[src/rtl/uart_tx_frame.sv]
// UART transmitter: start bit, WIDTH data bits LSB first, optional parity, one stop bit.
// Define UART_TX_HOLD_BUF_EN for a one-entry holding buffer giving back-to-back frames.
module uart_tx_frame #(
   parameter int unsigned WIDTH = 8
) (
   input  logic             CLK,
   input  logic             RST,
   input  logic [WIDTH-1:0] P_DATA,
   input  logic             DATA_VALID,
   input  logic             PAR_EN,
   input  logic             PAR_TYP,
   input  logic [5:0]       prescale,
   output logic             TX_READY,
   output logic             TX_OUT,
   output logic             busy,
   output logic             frame_done
);
   localparam int unsigned BitW = (WIDTH > 1) ? $clog2(WIDTH) : 1;
   localparam logic [BitW-1:0] LastBit = BitW'(WIDTH - 1);

   typedef enum logic [2:0] {StIdle, StStart, StData, StParity, StStop} state_e;

   state_e           state_q, state_d;
   logic [5:0]       edge_cnt_q, edge_cnt_d;
   logic [BitW-1:0]  bit_cnt_q, bit_cnt_d;
   logic [WIDTH-1:0] data_q, data_d;
   logic             par_en_q, par_en_d;
   logic             par_typ_q, par_typ_d;
   logic [5:0]       presc_q, presc_d;
   logic             tx_q, tx_d;
   logic             done_q, done_d;
   logic             accept, bit_end, start_in, start_buf;
   logic [5:0]       presc_in;

   // Bit periods shorter than four cycles are not supported by the line, clamp them.
   assign presc_in = (prescale < 6'd4) ? 6'd4 : prescale;
   assign bit_end  = (edge_cnt_q == presc_q - 6'd1);
   assign accept   = DATA_VALID && TX_READY;

`ifdef UART_TX_HOLD_BUF_EN
   logic             buf_full_q, buf_full_d;
   logic [WIDTH-1:0] buf_data_q, buf_data_d;
   logic             buf_par_en_q, buf_par_en_d;
   logic             buf_par_typ_q, buf_par_typ_d;
   logic [5:0]       buf_presc_q, buf_presc_d;

   assign TX_READY = !buf_full_q;
`else
   assign TX_READY = (state_q == StIdle);
`endif

   always_comb begin
      state_d    = state_q;
      edge_cnt_d = edge_cnt_q + 6'd1;
      bit_cnt_d  = bit_cnt_q;
      data_d     = data_q;
      par_en_d   = par_en_q;
      par_typ_d  = par_typ_q;
      presc_d    = presc_q;
      done_d     = 1'b0;
      start_in   = 1'b0;
      start_buf  = 1'b0;
      tx_d       = 1'b1;

      case (state_q)
         StIdle: begin
            edge_cnt_d = '0;
            start_in   = accept;
         end
         StStart: begin
            if (bit_end) begin
               state_d    = StData;
               edge_cnt_d = '0;
               bit_cnt_d  = '0;
            end
         end
         StData: begin
            if (bit_end) begin
               edge_cnt_d = '0;
               if (bit_cnt_q == LastBit) begin
                  state_d = par_en_q ? StParity : StStop;
               end else begin
                  bit_cnt_d = bit_cnt_q + 1'b1;
               end
            end
         end
         StParity: begin
            if (bit_end) begin
               state_d    = StStop;
               edge_cnt_d = '0;
            end
         end
         StStop: begin
            if (bit_end) begin
               done_d     = 1'b1;
               edge_cnt_d = '0;
               state_d    = StIdle;
`ifdef UART_TX_HOLD_BUF_EN
               start_buf  = buf_full_q;
               start_in   = accept && !buf_full_q;
`endif
            end
         end
         default: state_d = StIdle;
      endcase

      if (start_in || start_buf) begin
         state_d    = StStart;
         edge_cnt_d = '0;
         bit_cnt_d  = '0;
      end
      if (start_in) begin
         data_d    = P_DATA;
         par_en_d  = PAR_EN;
         par_typ_d = PAR_TYP;
         presc_d   = presc_in;
      end

`ifdef UART_TX_HOLD_BUF_EN
      buf_full_d    = buf_full_q;
      buf_data_d    = buf_data_q;
      buf_par_en_d  = buf_par_en_q;
      buf_par_typ_d = buf_par_typ_q;
      buf_presc_d   = buf_presc_q;
      if (start_buf) begin
         data_d     = buf_data_q;
         par_en_d   = buf_par_en_q;
         par_typ_d  = buf_par_typ_q;
         presc_d    = buf_presc_q;
         buf_full_d = 1'b0;
      end
      // A word accepted on the drain edge refills the buffer.
      if (accept && !start_in) begin
         buf_full_d    = 1'b1;
         buf_data_d    = P_DATA;
         buf_par_en_d  = PAR_EN;
         buf_par_typ_d = PAR_TYP;
         buf_presc_d   = presc_in;
      end
`endif

      // Line level is registered, so it is decoded from the next state.
      case (state_d)
         StStart:  tx_d = 1'b0;
         StData:   tx_d = data_d[bit_cnt_d];
         StParity: tx_d = (^data_d) ^ par_typ_d;
         default:  tx_d = 1'b1;
      endcase
   end

   always_ff @(posedge CLK or negedge RST) begin
      if (!RST) begin
         state_q    <= StIdle;
         edge_cnt_q <= '0;
         bit_cnt_q  <= '0;
         data_q     <= '0;
         par_en_q   <= 1'b0;
         par_typ_q  <= 1'b0;
         presc_q    <= 6'd4;
         tx_q       <= 1'b1;
         done_q     <= 1'b0;
      end else begin
         state_q    <= state_d;
         edge_cnt_q <= edge_cnt_d;
         bit_cnt_q  <= bit_cnt_d;
         data_q     <= data_d;
         par_en_q   <= par_en_d;
         par_typ_q  <= par_typ_d;
         presc_q    <= presc_d;
         tx_q       <= tx_d;
         done_q     <= done_d;
      end
   end

`ifdef UART_TX_HOLD_BUF_EN
   always_ff @(posedge CLK or negedge RST) begin
      if (!RST) begin
         buf_full_q    <= 1'b0;
         buf_data_q    <= '0;
         buf_par_en_q  <= 1'b0;
         buf_par_typ_q <= 1'b0;
         buf_presc_q   <= 6'd4;
      end else begin
         buf_full_q    <= buf_full_d;
         buf_data_q    <= buf_data_d;
         buf_par_en_q  <= buf_par_en_d;
         buf_par_typ_q <= buf_par_typ_d;
         buf_presc_q   <= buf_presc_d;
      end
   end
`endif

   assign TX_OUT     = tx_q;
   assign busy       = (state_q != StIdle);
   assign frame_done = done_q;

endmodule

[config.mk]
export PLATFORM = sky130hd
export DESIGN_NAME = uart_tx_frame
export DESIGN_NICKNAME = d
export VERILOG_FILES = /design/src/rtl/uart_tx_frame.sv
export SDC_FILE = /design/constraint.sdc
export NUM_CORES = 1
export LEC_CHECK = 0
export CELL_PAD_IN_SITES_DETAIL_PLACEMENT = 0
export CELL_PAD_IN_SITES_GLOBAL_PLACEMENT = 1
export CORE_MARGIN = 2
export CORE_UTILIZATION = 41
export DETAILED_ROUTE_END_ITERATION = 12
export PLACE_DENSITY_LB_ADDON = 0.2
export SYNTH_ARGS = -nofsm -noshare
export SYNTH_HDL_FRONTEND = slang
export SYNTH_SLANG_ARGS = --single-unit
[constraint.sdc]
create_clock -name CLK -period 3.3 [get_ports CLK]
set_input_delay 0.33 -clock CLK [delete_from_list [all_inputs] [get_ports CLK]]
set_output_delay 0.33 -clock CLK [all_outputs]
set_load 0.01 [all_outputs]
**Yosys cells after proc, flatten, opt, wreduce, memory -nomap -nowiden**

Cells that the tools add are included.

- Add/subtract/negate cells: 3
- Multiply operators: 0
- Div/mod/pow operators: 0
- Order comparisons: 2
- Equal/unequal tests: 9
- Shifts and indexed selects: 0
- Muxes and demuxes: 25
- Bitwise logic cells: 1
- Reduce and logical (&&, ||, !) cells: 5

Operator list:

| kind | number |
|---|---|
| 3-bit 2-to-1 mux | 11 |
| 6-bit 2-to-1 mux | 3 |
| 3-bit case mux with 5 select lines | 1 |
| 3-bit by 2-bit equality test with 1-bit output, second input constant | 4 |
| 6-bit case mux with 2 select lines | 1 |
| 8-bit 2-to-1 mux | 1 |
| 8-bit XOR reduction | 1 |
| 6-bit by 1-bit adder with 6-bit output, second input constant | 1 |
| 3-bit by 1-bit equality test with 1-bit output, second input constant | 2 |
| 3-bit equality test, second input constant | 2 |
| 6-bit equality test | 1 |
| 6-bit by 3-bit less-than comparator with 1-bit output, second input constant | 1 |
| 3-bit case mux with 2 select lines | 1 |
| 6-bit by 1-bit subtractor with 6-bit output, second input constant | 1 |
| 1-bit 2-to-1 mux | 5 |
| 3-bit by 4-bit less-than comparator with 1-bit output, second input constant | 1 |
| 4-bit OR reduction | 1 |
| 3-bit by 1-bit adder with 3-bit output, second input constant | 1 |
| 1-bit binary-select mux with 3-bit select | 1 |
| 3-bit logical NOT | 1 |
| 1-bit case mux with 3 select lines | 1 |
| 3-bit nonzero test | 1 |
| 1-bit logical AND | 1 |
| 1-bit bitwise XOR | 1 |

- Bits in registers: 30
- Bits in latches: 0
- Bits in writable memories: 0
- Bits in read-only memories: 0
- Bits of input ports: 19
- Output and inout port bits: 4
- Logic and storage cells: 54
- Memories kept: 0

**Logic depth before layout (Yosys ltp)**

Gate-level depths: netlist (run 1).

- Depth in word-level cells: 8
- Depth in mapped cells: 13
- Mapped depth without buffers: 12

**Worst setup path after synthesis (run 1)**

OpenSTA, ideal clock, no wires.

- Path kind: flip-flop to flip-flop
- From: register presc_q[0]
- To: register tx_q, in the netlist TX_OUT
- Library setup time: 86 ps
- Data arrival time: 2479 ps
- Data required time: 3214 ps
- Setup slack: 734 ps
- Stages on the path, launching flop included: 13
- Path buffers: 1
- Clock period less this slack: 2566 ps
- Path through: dfrtp_1 > inv_1 > ha_1 > nor2b_1 > or3_1 > a31o_2 > or2_1 > buf_6 > nor3_2 > o22ai_1 > o211ai_1 > a21oi_1 > o41a_1

- Longest elaborated chain between the ends: 8
- Elaborated cells on any way between the ends: 18
- Classes of those cells: add/sub (1); eq/ne (4); mux (13)

RTL lines:

| what | line | RTL |
|---|---|---|
| start, declared | 29 | `logic [5:0] presc_q, presc_d;` |
| start signal, assigned | 169 | `presc_q <= presc_d;` |
| 6-bit by 1-bit subtractor with 6-bit output (*) | 37 | `assign bit_end = (edge_cnt_q == presc_q - 6'd1);` |
| 6-bit equality test (*) | 37 |  |
| 3-bit 2-to-1 mux (on tied branches) | 78, 71 |  |
| 3-bit case mux with 2 select lines | 65 | `case (state_q)` |
| 3-bit 2-to-1 mux | 107 | `if (start_in \|\| start_buf) begin` |
| 1-bit binary-select mux with 3-bit select | 145 | `StData: tx_d = data_d[bit_cnt_d];` |
| 1-bit 2-to-1 mux (implied by the code) | 145 |  |
| 1-bit case mux with 3 select lines (*) | 143 | `case (state_d)` |
| net tx_d | 30 | `logic tx_q, tx_d;` |
| end signal, assigned | 170 | `tx_q <= tx_d;` |
| end, declared | 30 |  |

Mark *: on every way through the listed nets, which the timed path passes. The rest lies on a longest branch. The select of a mux whose other input is x is not followed.
A chain may end at the register's enable or synchronous reset.

**Final worst setup path (run 1)**

- From: register presc_q[0]
- To: register tx_q, in the netlist TX_OUT

- Longest elaborated chain between the ends: 8
- Elaborated cells on any way between the ends: 18
- Classes of those cells: add/sub (1); eq/ne (4); mux (13)

RTL lines:

| what | line | RTL |
|---|---|---|
| 6-bit by 1-bit subtractor with 6-bit output (*) | 37 |  |
| 6-bit equality test (*) | 37 |  |
| 3-bit 2-to-1 mux (on tied branches) | 78, 71 |  |
| 3-bit case mux with 2 select lines (*) | 65 |  |
| 3-bit 2-to-1 mux (*) | 107 |  |
| net bit_cnt_d[0] | 25 | `logic [BitW-1:0] bit_cnt_q, bit_cnt_d;` |
| 1-bit binary-select mux with 3-bit select (*) | 145 |  |
| 1-bit 2-to-1 mux (implied by the code) (*) | 145 |  |
| 1-bit case mux with 3 select lines (*) | 143 |  |
| net tx_d | 30 |  |

Marked as above.

==> results.cfg, run 1 <==
[status]
outcome = completed

[power_and_ir_drop]
comb_power_share_pct = 4.4
powerDensity_mw_per_mm2 = 346
internal_power_mw = 0.556
p_sw_mw = 0.145
p_leak_nw = 0.989
sequentialPowerShare_pct = 52.5
ir_drop_mv = 0.222
swShare_pct = 20.7
clock_power_share_pct = 43.1

[timing]
tightest_slew_ps = 409
slew_violations = 0
max_slew_margin_pct = 72.7
setup-tns-final_ps = 0
clock_skew_ps = 6.32
setup_violations = 0
max_clock_freq_mhz = 350
fin_crit_sh_pct = 86.7
fin_ws_ps = 440
period_needed_ps = 2860
finalHoldViolations = 0
rsz0062_at_grt = false

[worst_setup_path]
crit_chain = inv_1 -> ha_1 -> nor2b_1 -> or3_1 -> a31o_2 -> nor2_2 -> a31oi_1 -> o22ai_1 -> inv_1 -> o211ai_1 -> a21oi_1 -> o41a_1
worstSetupEndpointType = flip-flop
startpoint_type = flip-flop
slowest_delay_ps = 390
reg2regPathDepth = 12
cp_common_cell = inv_1
slowest_stage = dfrtp_1
crit_fanout = 5
arrival_ps = 3060
critical_path_class = flip-flop to flip-flop
required_ps = 3500

[final_layout]
n_antenna_cell = 0
fillerInstances = 370
final_common_cell = dfrtp_1
layout_common_cells = dfrtp_1 (28), nand2_1 (24), clkdlybuf4s50_1 (22)
syn2layout_area_growth_pct = 21.7
layout-drive-gt1-share_pct = 9.31
fin_nets = 225
stdcell_area_mm2 = 0.00203
layout.cells.non_filler = 254
fin_util_pct = 51.4

[drt]
vias = 1252
drt_iter0_drc = 55
wl_mm = 3.48
drtPass1Iterations = 4
drc = 0
via_per_inst = 4.93
ant_nets = 0
wl_per_cell_um = 13.7

[place]
dp_hpwl_mm = 2.59
place_inst = 246
place_area_mm2 = 0.00194
preCtsSetupSlack_ps = 501
io_buffers = 22
gp_congestion = 0.880

[cts]
clkLatencyLatePin_ps = 280
cts_resized = 0
cts_buffers = 5
cts_sinks = 30
clk_path_buf_depth = 2
cts_setup_buffers = 0
root_buffer = clkbuf_8
cts_tree = yes
h-tree-depth = 2
postCtsHoldBufs = 0
path_clk_slew_ps = 60

[floorplanning]
rows = 23
die_w_um = 67.7
dieArea_mm2 = 0.00459
fp.coreArea_mm2 = 0.00394
dieHeight_um = 67.7
start_util_pct = 42.2
num_io_pins = 23

[yosys]
synth_cells = 176
synth_edf_count = 0
syn_avg_cell_area_um2 = 9.46
synth_largest_area_cell = dfrtp_1
synth_top_area_share_pct = 42.1
ys_seq_area_share_pct = 45.2
synthFlopType = dfrtp_1
syn_nets = 198
synth.area.top_cells = dfrtp_1 (42%), xnor2_1 (6.3%), nand2_1 (5.4%)
ys_warn_count = 0
syn_area_mm2 = 0.00167
synth_cell_types = 44
ys_ff_latch = 30
synth-async-reset-ratio_pct = 100

[grt]
antenna_found_initial = 0
grt_max_degree = 31
grt_pass1_wl_mm = 5.97
grt_remaining_overflow = 0
track_usage_pct = 18.0
grt_pass1_vias = 1328

[job]
cap_violations = 0

[min_path]
hold_class = input pin to async pin
==> worst max-delay path, delay by kind of cell (launching register included) <==
kind | cells | cell delay, ps
compound gates | 6 | 1270
fa+ha+maj | 1 | 230
buf+inv | 2 | 200
flops | 1 | 390
simple gates | 3 | 700
==> per-stage QoR <==
step	hold slack, ps	power, mW
final	443	0.701
after global routing	469	0.735
after floorplan	34.4	0.376
after global placement	476	0.406
after detailed placement	500	0.406
after CTS	459	0.711
==> registers in the layout, summed over array words and instances (netlist names) <==
name	cells
bit_cnt_q	3
TX_OUT	1
frame_done	1
par_typ_q	1
edge_cnt_q	6
par_en_q	1
state_q	3
presc_q	6
data_q	8
==> power groups by stage <==
| stage | Clock (mW) | Combinational, mW | Sequential (mW) |
|---|---|---|---|
| 6_report | 0.302 | 0.0309 | 0.368 |
| 5_1_grt | 0.334 | 0.0336 | 0.368 |
| 4_1_cts | 0.311 | 0.0318 | 0.368 |
| 3_5_place_dp | 0 | 0.0317 | 0.375 |
| 3_3_place_gp | 0 | 0.0309 | 0.375 |
| 2_1_floorplan | 0 | 0.000942 | 0.375 |
==> metal layers <==
layer  track usage (%)  routed length (um)
met2              30.9                1810
met1              20.3                1500
met4              9.18                  52
met5                 0                   0
met3              5.00                 111
==> kinds of logic after synthesis <==
kind of cell	share of synthesized area [%]
DFF	45.2
AOI/OAI and AO/OA	10.4
muxes	4.81
buffers and inverters	6.61
adders and majority gates	2.86
and+or+nand+nor	20.3
xor gates and xnor gates	9.77
==> cell type report <==
cell class / instances / area, um2 / share of cell area, %
clock buffer: 7 / 86.3 / 4.26
tap: 50 / 62.6 / 3.09
clock inverter: 1 / 5.00 / 0.247
inverter: 20 / 75.1 / 3.70
sequential: 30 / 753 / 37.2
multi-input combinational: 121 / 802 / 39.6
timing repair buffer: 25 / 243 / 12.0
==> synth_stat cells (2+ instances only) <==
cell type,n
a21oi_1,4
dfstp_2,2
inv_1,20
nor2_1,14
nand2_1,24
o21ai_0,7
o211ai_1,4
nor2b_1,3
buf_4,2
nand3_1,7
xor2_1,4
and2_1,2
ha_1,3
a31oi_1,3
mux2i_1,8
and3_1,2
dfrtp_1,28
nor3_1,2
xnor2_1,12
==> final timing paths <==
kind,start,slack (ps),to
max in group asynchronous,RST,2530,TX_OUT
setup / recovery,presc_q[0],440,TX_OUT
hold / removal,RST,440,presc_q[1]
hold reg to reg,presc_q[5],510,presc_q[5]
min in group CLK,presc_q[5],510,presc_q[5]
setup reg to reg,presc_q[0],440,TX_OUT
(Power assumes the default switching activity.)
==> run 2: changes to the inputs <==
--- a/config.mk
+++ b/config.mk
@@ -9,6 +9,7 @@
 export CELL_PAD_IN_SITES_GLOBAL_PLACEMENT = 1
 export CORE_MARGIN = 2
 export CORE_UTILIZATION = 41
+export CTS_CLUSTER_SIZE = 14
 export DETAILED_ROUTE_END_ITERATION = 12
 export PLACE_DENSITY_LB_ADDON = 0.2
 export SYNTH_ARGS = -nofsm -noshare
==> results of run 2 <==
The final DEF is identical to that of run 1; final timing and power are the same.
==> run 3: changes to the inputs <==
--- a/config.mk
+++ b/config.mk
@@ -5,7 +5,7 @@
 export SDC_FILE = /design/constraint.sdc
 export NUM_CORES = 1
 export LEC_CHECK = 0
-export CELL_PAD_IN_SITES_DETAIL_PLACEMENT = 0
+export CELL_PAD_IN_SITES_DETAIL_PLACEMENT = 1
 export CELL_PAD_IN_SITES_GLOBAL_PLACEMENT = 1
 export CORE_MARGIN = 2
 export CORE_UTILIZATION = 41
==> run 3 against run 2 <==
Net effect: flip-flop and latch count stayed put; power grew 23%; global-route usage rose by 1.8 points; non-clock buffer count unchanged; hold slack hardly changed; count of clock-buffer cells in the layout is 1 lower; via count increased by 5.2%; sequential share of layout area decreased by 0.92 points.
==> results.cfg, run 3 (synthesis gave the netlist of run 1 again) <==
[timing]
fin_crit_sh_pct = 86.5
fin_ws_ps = 447
slew_violations = 0
period_needed_ps = 2850
setup_violations = 0
rsz0062_at_grt = false
hold_slack_ps = 443
setup-tns-final_ps = 0
max_clock_freq_mhz = 351
tightest_slew_ps = 406
finalHoldViolations = 0
max_slew_margin_pct = 72.9
clock_skew_ps = 8.79

[grt]
grt_pass1_vias = 1439
grt_remaining_overflow = 0
grt_pass1_wl_mm = 6.54
grt_max_degree = 31
track_usage_pct = 19.8
antenna_found_initial = 0

[cts]
h-tree-depth = 2
clk_path_buf_depth = 2
clkLatencyLatePin_ps = 290
cts_sinks = 30
cts_setup_buffers = 0
cts_tree = yes
cts_resized = 0
root_buffer = clkbuf_8
cts_buffers = 5
postCtsHoldBufs = 0
path_clk_slew_ps = 70

[worst_setup_path]
critical_path_class = flip-flop to flip-flop
r2r-start = presc_q[0]
crit_fanout = 5
worstSetupEndpointType = flip-flop
startpoint_type = flip-flop
arrival_ps = 3060
required_ps = 3510
crit_start = presc_q[0]

[drt]
route.met2.wl_mm = 1.98
highest-signal-layer = met4
wl_per_cell_um = 15.0
wl_mm = 3.80
drt_iter0_drc = 42
vias = 1317
drc = 0
via_per_inst = 5.19
route.met3.wl_um = 96
drt-met1-wl_mm = 1.61
drtPass1Iterations = 4
ant_nets = 0

[power_and_ir_drop]
sequentialPowerShare_pct = 42.7
p_sw_mw = 0.153
total_power_mw = 0.862
clock_power_share_pct = 53.7
internal_power_mw = 0.710
ir_drop_mv = 0.309
swShare_pct = 17.7
comb_power_share_pct = 3.6
powerDensity_mw_per_mm2 = 415
p_leak_nw = 1.01

[final_layout]
final_common_cell = dfrtp_1
syn2layout_area_growth_pct = 24.8
fin_util_pct = 52.7
reg.largest.list = data_q (8), edge_cnt_q (6), presc_q (6)
n_antenna_cell = 0
largest_reg_flops = 8
stdcell_area_mm2 = 0.00208
layout.cells.non_filler = 254
layout_common_cells = dfrtp_1 (28), nand2_1 (24), clkdlybuf4s50_1 (22)
top_register = data_q
fin_nets = 225
layout-drive-gt1-share_pct = 9.80

[floorplanning]
num_io_pins = 23
start_util_pct = 42.2
die_w_um = 67.7
dieHeight_um = 67.7
fp.coreArea_mm2 = 0.00394
rows = 23
dieArea_mm2 = 0.00459

[job]
cap_violations = 0

[place]
io_buffers = 22
preCtsSetupSlack_ps = 472
gp_congestion = 0.880
dp_hpwl_mm = 2.90
place_inst = 246
place_area_mm2 = 0.00194

[status]
outcome = completed

[min_path]
hold_class = input pin to async pin
==> run 3: cell types whose count changed in the layout (fill, tap and decap cells not counted) <==
cell       previous run  this run
clkinv_2              1         0
bufinv_16             0         2
clkbuf_1              1         0
==> run 3: cell type report <==
class | count | area (um2)
fillers | 450 | 1860
flip-flops and latches | 30 | 753
well taps | 50 | 62.6
inverters | 20 | 75.1
repair buffers | 25 | 243
multi-input cells | 121 | 802
clock buffers | 6 | 82.6
clock inverters | 2 | 60.1
==> run 3: worst max-delay path, stage by stage, from the launching register on <==
cell	delay, ps
dfrtp_1	400
inv_1	80
ha_1	240
nor2b_1	150
or3_1	340
a31o_2	270
nor2_2	220
a31oi_1	150
o22ai_1	240
inv_1	120
o211ai_1	100
a21oi_1	90
o41a_1	380
==> run 3: power by group through the flow <==
stage | registers, mW | clock network (mW) | logic [mW]
6_report | 0.368 | 0.463 | 0.0311
5_1_grt | 0.368 | 0.487 | 0.0341
4_1_cts | 0.368 | 0.477 | 0.0321
3_5_place_dp | 0.375 | 0 | 0.0320
3_3_place_gp | 0.375 | 0 | 0.0309
2_1_floorplan | 0.375 | 0 | 0.000942
==> run 3: layer usage <==
metal | global-route usage [%] | vias to the layer above
li1 | - | 639
met1 | 21.3 | 645
met5 | 0 | -
met3 | 3.83 | 11
met2 | 36.0 | 22
met4 | 10.7 | 0
==> run 3: worst paths after layout <==
kind | endpoint | slack (ps) | depth (start not counted)
max | TX_OUT | 450 | 12
min | presc_q[1] | 440 | 2
max reg2reg | TX_OUT | 450 | 12
min reg2reg | presc_q[5] | 500 | 2
max in group asynchronous | TX_OUT | 2530 | 2
min in group CLK | presc_q[5] | 500 | 2
